## src/rtl/sd_rd_pkg.sv

```systemverilog
// rtl/sd_rd_pkg.sv - shared widths, FSM encoding and word-store helper; BYTE_SWAP_EN selects byte-swapped storage
package sd_rd_pkg;

  localparam int ADDR_W     = 24;
  localparam int DATA_W     = 16;
  localparam int CNT_W      = 10;
  localparam int FIFO_DEPTH = 16;
  localparam int PTR_W      = 4;
  localparam int LEVEL_W    = 5;

  typedef enum logic [2:0] {
    ST_IDLE  = 3'd0,
    ST_ISSUE = 3'd1,
    ST_WAIT  = 3'd2,
    ST_STALL = 3'd3,
    ST_DONE  = 3'd4
  } state_t;

  // Word as it is written into the FIFO (optionally byte swapped)
  function automatic logic [DATA_W-1:0] store_word(input logic [DATA_W-1:0] d);
`ifdef BYTE_SWAP_EN
    return {d[7:0], d[15:8]};
`else
    return d;
`endif
  endfunction

endpackage

```

## src/rtl/sd_rd_fifo.sv

```systemverilog
// rtl/sd_rd_fifo.sv - 16x16 synchronous first-word fall-through FIFO with occupancy output
module sd_rd_fifo
  import sd_rd_pkg::*;
(
  input  logic              clk,
  input  logic              rst,
  input  logic              push,
  input  logic [DATA_W-1:0] push_data,
  input  logic              pop,
  output logic [DATA_W-1:0] head,
  output logic              empty,
  output logic [LEVEL_W-1:0] level
);

  logic [DATA_W-1:0]  mem [FIFO_DEPTH];
  logic [PTR_W-1:0]   wr_ptr;
  logic [PTR_W-1:0]   rd_ptr;
  logic [LEVEL_W-1:0] level_q;
  logic               pop_ok;
  logic               push_ok;

  // A pop on an empty FIFO is dropped; a push into a full FIFO only lands if a pop frees a slot
  assign pop_ok  = pop && (level_q != '0);
  assign push_ok = push && ((level_q != LEVEL_W'(FIFO_DEPTH)) || pop_ok);

  assign level = level_q;
  assign empty = (level_q == '0);
  assign head  = empty ? '0 : mem[rd_ptr];

  // Storage array; no reset so it maps onto plain RAM
  always_ff @(posedge clk) begin
    if (push_ok) begin
      mem[wr_ptr] <= push_data;
    end
  end

  // Pointers and occupancy; reset flushes the contents
  always_ff @(posedge clk) begin
    if (rst) begin
      wr_ptr  <= '0;
      rd_ptr  <= '0;
      level_q <= '0;
    end else begin
      if (push_ok) begin
        wr_ptr <= wr_ptr + PTR_W'(1);
      end
      if (pop_ok) begin
        rd_ptr <= rd_ptr + PTR_W'(1);
      end
      case ({push_ok, pop_ok})
        2'b10:   level_q <= level_q + LEVEL_W'(1);
        2'b01:   level_q <= level_q - LEVEL_W'(1);
        default: level_q <= level_q;
      endcase
    end
  end

endmodule

```

## src/rtl/sdram_burst_reader.sv

```systemverilog
// rtl/sdram_burst_reader.sv - burst read engine: one-outstanding SD reads into a host FWFT FIFO (BYTE_SWAP_EN via sd_rd_pkg)
module sdram_burst_reader
  import sd_rd_pkg::*;
(
  input  logic               clk,
  input  logic               rst,
  input  logic               start,
  input  logic [ADDR_W-1:0]  start_addr,
  input  logic [CNT_W-1:0]   word_cnt,
  output logic               busy,
  output logic               done,
  output logic               mem_rd_req,
  output logic [ADDR_W-1:0]  mem_addr,
  input  logic               mem_ack,
  input  logic               mem_rd_valid,
  input  logic [DATA_W-1:0]  mem_rd_data,
  input  logic               host_rd,
  output logic [DATA_W-1:0]  host_q,
  output logic               fifo_empty,
  output logic [LEVEL_W-1:0] fifo_level
);

  state_t             state;
  logic [ADDR_W-1:0]  addr_cnt;
  logic [CNT_W-1:0]   remaining;
  logic               push;
  logic [DATA_W-1:0]  push_data;
  logic               pop_eff;
  logic               fifo_full;
  logic [LEVEL_W:0]   level_after_push;

  // Read data is only accepted while a request is outstanding
  assign push      = (state == ST_WAIT) && mem_rd_valid;
  assign push_data = store_word(mem_rd_data);
  assign pop_eff   = host_rd && !fifo_empty;
  assign fifo_full = (fifo_level == LEVEL_W'(FIFO_DEPTH));

  // Occupancy after this cycle's push, accounting for a simultaneous host pop
  assign level_after_push = {1'b0, fifo_level} + (LEVEL_W+1)'(1) - (LEVEL_W+1)'(pop_eff);

  sd_rd_fifo u_fifo (
    .clk       (clk),
    .rst       (rst),
    .push      (push),
    .push_data (push_data),
    .pop       (host_rd),
    .head      (host_q),
    .empty     (fifo_empty),
    .level     (fifo_level)
  );

  // Burst sequencer with registered busy/done/request outputs
  always_ff @(posedge clk) begin
    if (rst) begin
      state      <= ST_IDLE;
      busy       <= 1'b0;
      done       <= 1'b0;
      mem_rd_req <= 1'b0;
      mem_addr   <= '0;
      addr_cnt   <= '0;
      remaining  <= '0;
    end else begin
      done <= 1'b0;
      case (state)
        ST_IDLE: begin
          if (start) begin
            addr_cnt  <= start_addr;
            remaining <= word_cnt;
            busy      <= 1'b1;
            if (word_cnt == '0) begin
              state <= ST_DONE;
            end else if (fifo_full && !pop_eff) begin
              // leftover words from an earlier burst fill the FIFO
              state <= ST_STALL;
            end else begin
              state      <= ST_ISSUE;
              mem_rd_req <= 1'b1;
              mem_addr   <= start_addr;
            end
          end
        end
        ST_ISSUE: begin
          if (mem_ack) begin
            mem_rd_req <= 1'b0;
            state      <= ST_WAIT;
          end
        end
        ST_WAIT: begin
          if (mem_rd_valid) begin
            addr_cnt  <= addr_cnt + ADDR_W'(1);
            remaining <= remaining - CNT_W'(1);
            if (remaining == CNT_W'(1)) begin
              state <= ST_DONE;
            end else if (level_after_push == (LEVEL_W+1)'(FIFO_DEPTH)) begin
              state <= ST_STALL;
            end else begin
              state      <= ST_ISSUE;
              mem_rd_req <= 1'b1;
              mem_addr   <= addr_cnt + ADDR_W'(1);
            end
          end
        end
        ST_STALL: begin
          if (!fifo_full) begin
            state      <= ST_ISSUE;
            mem_rd_req <= 1'b1;
            mem_addr   <= addr_cnt;
          end
        end
        ST_DONE: begin
          done  <= 1'b1;
          busy  <= 1'b0;
          state <= ST_IDLE;
        end
        default: begin
          state      <= ST_IDLE;
          busy       <= 1'b0;
          mem_rd_req <= 1'b0;
        end
      endcase
    end
  end

endmodule
```

## config.mk

```make
export PLATFORM = sky130hd
export DESIGN_NAME = sdram_burst_reader
export DESIGN_NICKNAME = d
export VERILOG_FILES = /design/src/rtl/sd_rd_pkg.sv /design/src/rtl/sd_rd_fifo.sv /design/src/rtl/sdram_burst_reader.sv
export SDC_FILE = /design/constraint.sdc
export NUM_CORES = 1
export LEC_CHECK = 0
export ABC_CLOCK_PERIOD_IN_PS = 3900
export BUFFER_PORTS_ARGS = -buffer_cell sky130_fd_sc_hd__buf_2
export CELL_PAD_IN_SITES_DETAIL_PLACEMENT = 0
export CELL_PAD_IN_SITES_GLOBAL_PLACEMENT = 2
export CORE_MARGIN = 5
export CORE_UTILIZATION = 25
export CTS_BUF_LIST = sky130_fd_sc_hd__clkbuf_8
export DETAILED_ROUTE_END_ITERATION = 12
export HOLD_SLACK_MARGIN = 0.12
export PLACE_DENSITY_LB_ADDON = 0.15
export SETUP_SLACK_MARGIN = 0.4
export SYNTH_ARGS = -nofsm -noshare
export SYNTH_HDL_FRONTEND = slang
export SYNTH_HIERARCHICAL = 1
export SYNTH_SLANG_ARGS = --single-unit
```

## constraint.sdc

```tcl
create_clock -name clk -period 3.9 [get_ports clk]
set_clock_uncertainty 0.05 [all_clocks]
set_input_delay 0.39 -clock clk [delete_from_list [all_inputs] [get_ports clk]]
set_output_delay 0.39 -clock clk [all_outputs]
set_load 0.01 [all_outputs]
```

==> results of run 1 <==
## path summary, 6_finish.rpt
path                           end  slack [ns]  cells after the start
setup reg to reg      mem_addr[20]        0.55                     14
hold reg to reg       mem_addr[15]        0.40                      2
setup / recovery      mem_addr[20]        0.55                     14
hold / removal    u_fifo/wr_ptr[0]        0.19                      2
## synthesized netlist by cell type, types with 14 or more instances
library cell and n:
nor3_1 22, nand3_1 23, dfxtp_1 81, mux4_2 64
clkbuf_1 47, o211ai_1 14, nor2b_1 23, a211oi_1 46
ha_1 19, nand2_1 89, mux2i_1 21, nor2_1 72
buf_2 24, o21ai_0 30, a21oi_1 62, and3_1 17
xnor2_1 18, edfxtp_1 256
## layer usage
layer  part of all wire [%]  vias up  global-route usage (%)
met1                     49     5079                    20.0
met5                      0        -                       0
li1                       -     4674                       -
met3                    3.6       70                    2.43
met2                     46      172                    21.1
met4                    2.3        0                    3.75
## kinds of logic after synthesis
logic type | count (synthesis) | share of synthesized area, %
AOI/OAI and AO/OA | 214 | 9.42
xor gates and xnor gates | 28 | 1.64
adders and majority gates | 20 | 1.72
buffers and inverters | 97 | 2.88
DFF | 337 | 62.1
muxes | 86 | 11.1
and+or+nand+nor | 325 | 11.2
## flip-flops by register name (all words and copies together) (netlist names), named ones only
signal	count
u_fifo/rd_ptr	4
mem_addr	24
addr_cnt	24
u_fifo/level	5
u_fifo/mem	256
done	1
u_fifo/wr_ptr	4
busy	1
remaining	10
mem_rd_req	1
state	3
## critical path, stage by stage, from the launching register on
cell	delay, ns
dfxtp_4	0.34
or4_4	0.55
nor2_4	0.12
nand2b_4	0.13
ha_4	0.13
ha_4	0.12
inv_2	0.04
ha_4	0.15
or3b_4	0.39
a21oi_4	0.18
nor4_4	0.08
or3_4	0.44
clkbuf_16	0.21
a211o_1	0.24
a21oi_1	0.11
## what timing repair did
action	in CTS	in global routing
hold buffers	53	0
buffers inserted	0	1
pin swaps	0	2
endpoints found under the setup margin	12	26
endpoints found under the hold margin	317	0
gates cloned	0	1
gates resized for setup	1	2
## power breakdown
group	total, W	leakage [nW]	switching [W]	internal, W
clock	0.00316	0.633	0.00155	0.00162
sequential	0.00433	2.97	0.000266	0.00406
combinational	0.00294	2.58	0.00170	0.00124
total	0.0104	6.18	0.00352	0.00692
## final cells by class
class	instances	share of cell area, %
Clock buffer	62	4.63
Clock inverter	46	1.45
Antenna cell	1	0.0136
Timing Repair Buffer	213	8.64
Sequential cell	337	50.6
Inverter	13	0.265
Tap cell	773	5.25
Multi-Input combinational cell	673	29.1
## per-stage QoR
stage	util, %	power [W]	instances
final	31.1	0.0104	2118
after global routing	31.1	0.0111	2118
after CTS	31.0	0.0106	2115
after detailed placement	28.2	0.00731	1954
after global placement	28.2	0.00731	1954
after floorplan	-	0.00627	1107
==> key figures, run 1 <==
Power
  – PD cells: 566 mW/mm2
  – Peak supply drop: 0.299 mV
  – Leak Pwr: a little over 6 nW

Timing
  – Crit path time final: 3.35 ns
  – Relative slew slack: 36.2%
  – WHS: 0.193 ns
  – Final Max Tran Viols: 0
  – RSZ-0062 raised after global routing: yes
  – Max Fclk: approximately 300 MHz
  – Worst-Margin Slew: 0.949 ns
  – Final period util: 86.0%
  – Final setup viols: 0
  – Setup_tns: 0 ns
  – Worst setup margin: 0.545 ns
  – Final hold vios: 0

Clock tree
  – TritonCTS clock tree: done
  – Root buffer cell: clkbuf_8
  – CTS Buf Count: 60
  – Latest clock arrival within the worst-skew pair: about 0.66 ns
  – Clk slew on worst S/H paths: approximately 0.060 ns
  – Max clock buf depth: 3
  – H-tree depth: 2
  – Clock Sinks: 337

Critical path
  – Required @ worst endpoint: 4.44 ns
  – Crit Path Category: flop to flop
  – Worst setup EP type: flop
  – CP Launch Type: flop
  – Critical Path Start: u_fifo/level[1]
  – CP arrival: roughly 3.9 ns
  – Worst-path fanout max: 18
  – R2R Path Start: u_fifo/level[1]

Die
  – Rows: between 80 and 90
  – Die X: 255 um
  – Initial Utilization: 25.3%
  – Die area: ~0.065 mm2
  – Die Y: about 250 um
  – # IOs: 105
  – Core area: 0.0592 mm2

Final layout
  – Reg area: slightly above 0.009 mm2
  – Leading cell type in the layout, fill and taps excluded: edfxtp_1
  – Fillers: 5955
  – Nets: between 1000 and 1500
  – Most frequent cells in the layout: edfxtp_1, buf_2, nand2_1, dfxtp_1, nor2_1
  – Area of the multi-input gates: 0.00537 mm2
  – Synth-to-layout area growth: 22.9%
  – Final instance area: 0.0184 mm2
  – Share of post-route cells with drive strength above 1: 24.9%

Placement
  – Pre-CTS setup slack: between 0.15 and 0.2 ns
  – DP HPWL: 28.1 mm
  – Routability cong.: 0.702
  – Port-buffer cells: 104
  – Placed standard-cell area: ~0.017 mm2

Synthesis
  – #FFs+latches synth: 337
  – Cells after synthesis: 1107
  – Post-synth net total: 1183
  – Yosys top cell area share: 51.3%
  – Sequential share of the synthesized area: 62.1%
  – Mean Syn Cell Area: approximately 14 um2
  – Synth area leaders: edfxtp_1, dfxtp_1, mux4_2
  – Area leader, netlist: edfxtp_1
  – Synthesized area: 0.0150 mm2
  – Synth warnings: 6
  – Library cells used by synthesis: 66
  – Post-synth ARST share: 0%
  – Primary FF master, synth: edfxtp_1
  – Post-synth EDFFs: 256

Worst hold path
  – Hold path startpoint: rst
  – Hold WC Path Type: primary input to flop

Route
  – DRC viols: 0
  – Iteration-0 DRC Markers: 505
  – Via Count: 9995
  – Routed vias/inst: 4.72
  – Drt pass-1 iters: 5
  – WL per Instance: 21.2 um
  – ANT nets after route: 0
  – Final wirelength: ~45 mm

Global route
  – GR Overflow Total: 0
  – Largest net degree at the start of global routing: 55
  – Global-route wire length before repair: ~68 mm
  – Number of global-route vias before repair: 10349
  – Initial antenna violation count: 1
  – GRT Util Overall: 13.7%

Job
  – Max_cap viols: 0

Status
  – Outcome: finished clean
No activity file was read; power rests on OpenSTA's default activity.
==> inputs of run 2 (changes only) <==
- ABC_AREA: unset -> 1
- ABC_CLOCK_PERIOD_IN_PS: 3900 -> unset
==> run 2 against run 1 <==
Net effect:
- largest cell class unchanged
- worst setup slack better by 0.24 ns
- sequential share of layout area down 1.1 points
- fmax up 7.7%
- largest power group unchanged
- non-clock buffer count down 16
- clock power up 2%
- hold slack better by 0.066 ns
==> key figures, run 2 <==
Synthesis
  – Primary FF master, synth: edfxtp_1
  – Synth warnings: 6 (unchanged)
  – Yosys top cell area share: 49.6% (-1.7 points)
  – Synthesized area: 0.0155 mm2 (+3.5%)
  – Synth top cells by count: nand2_1, edfxtp_1, nand3_1, nor2_1, inv_1
  – Sequential share of the synthesized area: 60.0% (-2.1 points)
  – Library cells used by synthesis: 43 (-35%)
  – Count leader, synth: nand2_1
  – Synth area leaders: edfxtp_1, nand2_1, dfxtp_1
  – Post-synth EDFFs: 256 (unchanged)
  – Cells after synthesis: 1694 (+53%)
  – Mean Syn Cell Area: 9.15 um2 (-32%)
  – #FFs+latches synth: 337 (unchanged)
  – Post-synth ARST share: 0% (unchanged)
  – Post-synth net total: 1770 (+50%)
  – Area leader, netlist: edfxtp_1

Timing
  – Relative slew slack: 36.3% (+0.070 points)
  – RSZ-0062 raised after global routing: no
  – Max Fclk: 321 MHz (+7.7%)
  – Worst-Margin Slew: 0.956 ns (+0.00626 ns)
  – Final period util: 79.9% (-6.2 points)
  – Final setup viols: 0 (unchanged)
  – Setup_tns: 0 ns (unchanged)
  – Crit path time final: 3.11 ns (-0.241 ns)
  – Final hold vios: 0 (unchanged)
  – Final Max Tran Viols: 0 (unchanged)
  – WHS: 0.258 ns (+0.0657 ns)

Route
  – WL per Instance: 18.6 um (-13%)
  – Iteration-0 DRC Markers: 639 (+27%)
  – Drt pass-1 iters: 4 (-1)
  – Via Count: 12151 (+22%)
  – ANT nets after route: 0 (unchanged)
  – Final wirelength: 51.3 mm (+14%)
  – DRC viols: 0 (unchanged)
  – Routed vias/inst: 4.40 (-6.8%)

Die
  – Die Y: 259 um (+1.6%)
  – Initial Utilization: 25.2% (-0.13 points)
  – Core area: 0.0616 mm2 (+4.0%)
  – Die area: 0.0671 mm2 (+3.3%)
  – # IOs: 105 (unchanged)
  – Rows: 91 (+2.2%)
  – Die X: 259 um (+1.6%)

Power
  – PD cells: 649 mW/mm2 (+15%)
  – Clock Power Share: 26.5% (-3.8 points)
  – Sw power: 0.00489 W (+39%)
  – Peak supply drop: 0.285 mV (-4.8%)
  – Seq pwr share: 37.4% (-4.1 points)
  – Comb pwr share: 36.1% (+7.9 points)
  – Switching share of power: 40.1% (+6.3 points)
  – Leak Pwr: 7.48 nW (+21%)
  – Internal Power: 0.00732 W (+5.9%)

Critical path
  – R2R cell count: 18 (+4)
  – CP dominant cell by count: nand2_1
  – Worst setup EP type: flop
  – Critical path cell sequence: nor2_1, nand3_1, clkinv_1, inv_1, nand2_1, ha_1, ha_1, inv_1, ha_1, inv_1, nand2_1, nand4_1, nor2_1, nand3_2, nand3_4, nand2_1, nand2_1, nor2_1
  – Crit path buf inv count: 4 (+2)
  – R2R Path Start: u_fifo/level[2]
  – Crit-path max cell delay: 0.49 ns (-0.06 ns)
  – Worst-path fanout max: 21 (+3)
  – Critical Path Start: u_fifo/level[2]
  – CP arrival: 3.56 ns (-0.34 ns)
  – Slowest cell on the critical path: dfxtp_1
  – Required @ worst endpoint: 4.35 ns (-0.09 ns)
  – Crit Path Category: flop to flop
  – CP delay by family, top: simple AND/OR/NAND/NOR gates
  – WP depth: 18 (+4)
  – CP Launch Type: flop

Final layout
  – Layout Cells excl Fill: 2763 (+30%)
  – Most frequent cells in the layout: nand2_1, edfxtp_1, nand3_1, inv_1, nor2_1
  – Leading cell type in the layout, fill and taps excluded: nand2_1
  – Nets: 1952 (+42%)
  – Share of post-route cells with drive strength above 1: 14.5% (-10 points)
  – Largest register FFs: 256 (unchanged)
  – Regs by FF count: u_fifo/mem x256, addr_cnt x24, mem_addr x24
  – Fillers: 6450 (+8.3%)
  – Synth-to-layout area growth: 21.4%
  – Largest register by flop count: u_fifo/mem
  – Final instance area: 0.0188 mm2 (+2.2%)

Clock tree
  – CTS Buf Count: 67 (+12%)
  – Latest clock arrival within the worst-skew pair: 0.60 ns (-0.06 ns)
  – TritonCTS clock tree: done
  – Root buffer cell: clkbuf_8
  – Clock Sinks: 337 (unchanged)
  – H-tree depth: 3 (+1)
  – Clk slew on worst S/H paths: 0.06 ns (about the same)
  – Max clock buf depth: 3 (unchanged)

Worst hold path
  – Hold path startpoint: host_rd
  – Hold path depth: 4 (+2)
  – Hold WC Path Type: primary input to flop

Global route
  – Largest net degree at the start of global routing: 69 (+25%)
  – Global-route wire length before repair: 77.0 mm (+14%)
  – GR Overflow Total: 0 (unchanged)
  – GRT Util Overall: 15.0% (+1.3 points)
  – Number of global-route vias before repair: 12128 (+17%)
  – Initial antenna violation count: 4 (+3)

Placement
  – Routability cong.: 0.727 (+3.4%)
  – DP HPWL: 30.4 mm (+8.2%)
  – DP Cell Count: 2591 (+33%)
  – Port-buffer cells: 104 (unchanged)
  – Placed standard-cell area: 0.0171 mm2 (+2.3%)

Job
  – Max_cap viols: 0 (unchanged)

Status
  – Outcome: finished clean
## run 2: cell types whose count changed in the layout (fill, tap and decap cells not counted), moves of 21 or more
cell      before  now
nand2_1       89  561
mux4_2        64    0
o21ai_0       30   65
nand3_1       23  241
nor2_1        72  118
a31oi_1        4   28
mux2i_1       21    0
inv_1         27  129
nor2b_1       22    0
a211oi_1      46    2
## run 2: area by class of cell
type	count	area, um2	area share [%]
Tap cell	837	1050	5.56
Clock buffer	72	991	5.26
Timing Repair Buffer	197	1400	7.43
Clock inverter	46	196	1.04
Antenna cell	1	2.50	0.0133
Multi-Input combinational cell	1161	5450	28.9
Sequential cell	337	9320	49.5
Inverter	112	425	2.26
## run 2: worst min-delay path: stages
cell,delay [ns]
buf_2,0.13
nand2_1,0.12
o21ai_0,0.16
nor2_1,0.06
## run 2: kinds of logic after synthesis
kind of cell	synth area share, %
buffers and inverters	5.49
AND/OR/NAND/NOR	26.8
XOR/XNOR	0.452
adder cells (fa/ha/maj)	1.66
AO/OA/AOI/OAI	5.56
flip-flops	60.0
## run 2: path summary, 6_finish.rpt
kind,to,slack (ns)
worst min-delay path,u_fifo/rd_ptr[1],0.26
worst min register to register,flop,0.43
worst max-delay path,mem_addr[19],0.79
worst max register to register,mem_addr[19],0.79
## run 2: repair_timing
item | 4_1_cts | 5_1_grt
gates resized for setup | 0 | 2
hold endpoints to repair | 304 | 0
buffers inserted | 0 | 0
setup endpoints to repair | 0 | 3
hold buffers | 52 | 0
## run 2: stage by stage
step | setup slack (ns) | util, % | power (W)
floorplan | 0.943 | - | 0.00757
global placement | 0.901 | 27.7 | 0.00908
detailed placement | 0.770 | 27.7 | 0.00907
CTS | 0.426 | 30.5 | 0.0125
global route | 0.397 | 30.6 | 0.0133
finish | 0.786 | 30.6 | 0.0122
## run 2: power by group through the flow
stage | sequential (W) | combinational (W) | clock, W
detailed placement | 0.00465 | 0.00442 | 0
global route | 0.00463 | 0.00506 | 0.00357
CTS | 0.00458 | 0.00448 | 0.00342
finish | 0.00457 | 0.00441 | 0.00323
global placement | 0.00466 | 0.00442 | 0
floorplan | 0.00456 | 0.00301 | 0
## run 2: per-layer routing
| layer | part of all wire, % | up-vias | routed length, um | global-route usage (%) |
|---|---|---|---|---|
| met4 | 1.7 | 2 | 850 | 4.00 |
| met3 | 3.6 | 59 | 1870 | 2.52 |
| li1 | - | 6088 | - | - |
| met1 | 47 | 5802 | 24200 | 20.6 |
| met5 | 0.023 | - | 12 | 0 |
| met2 | 47 | 200 | 24300 | 24.7 |
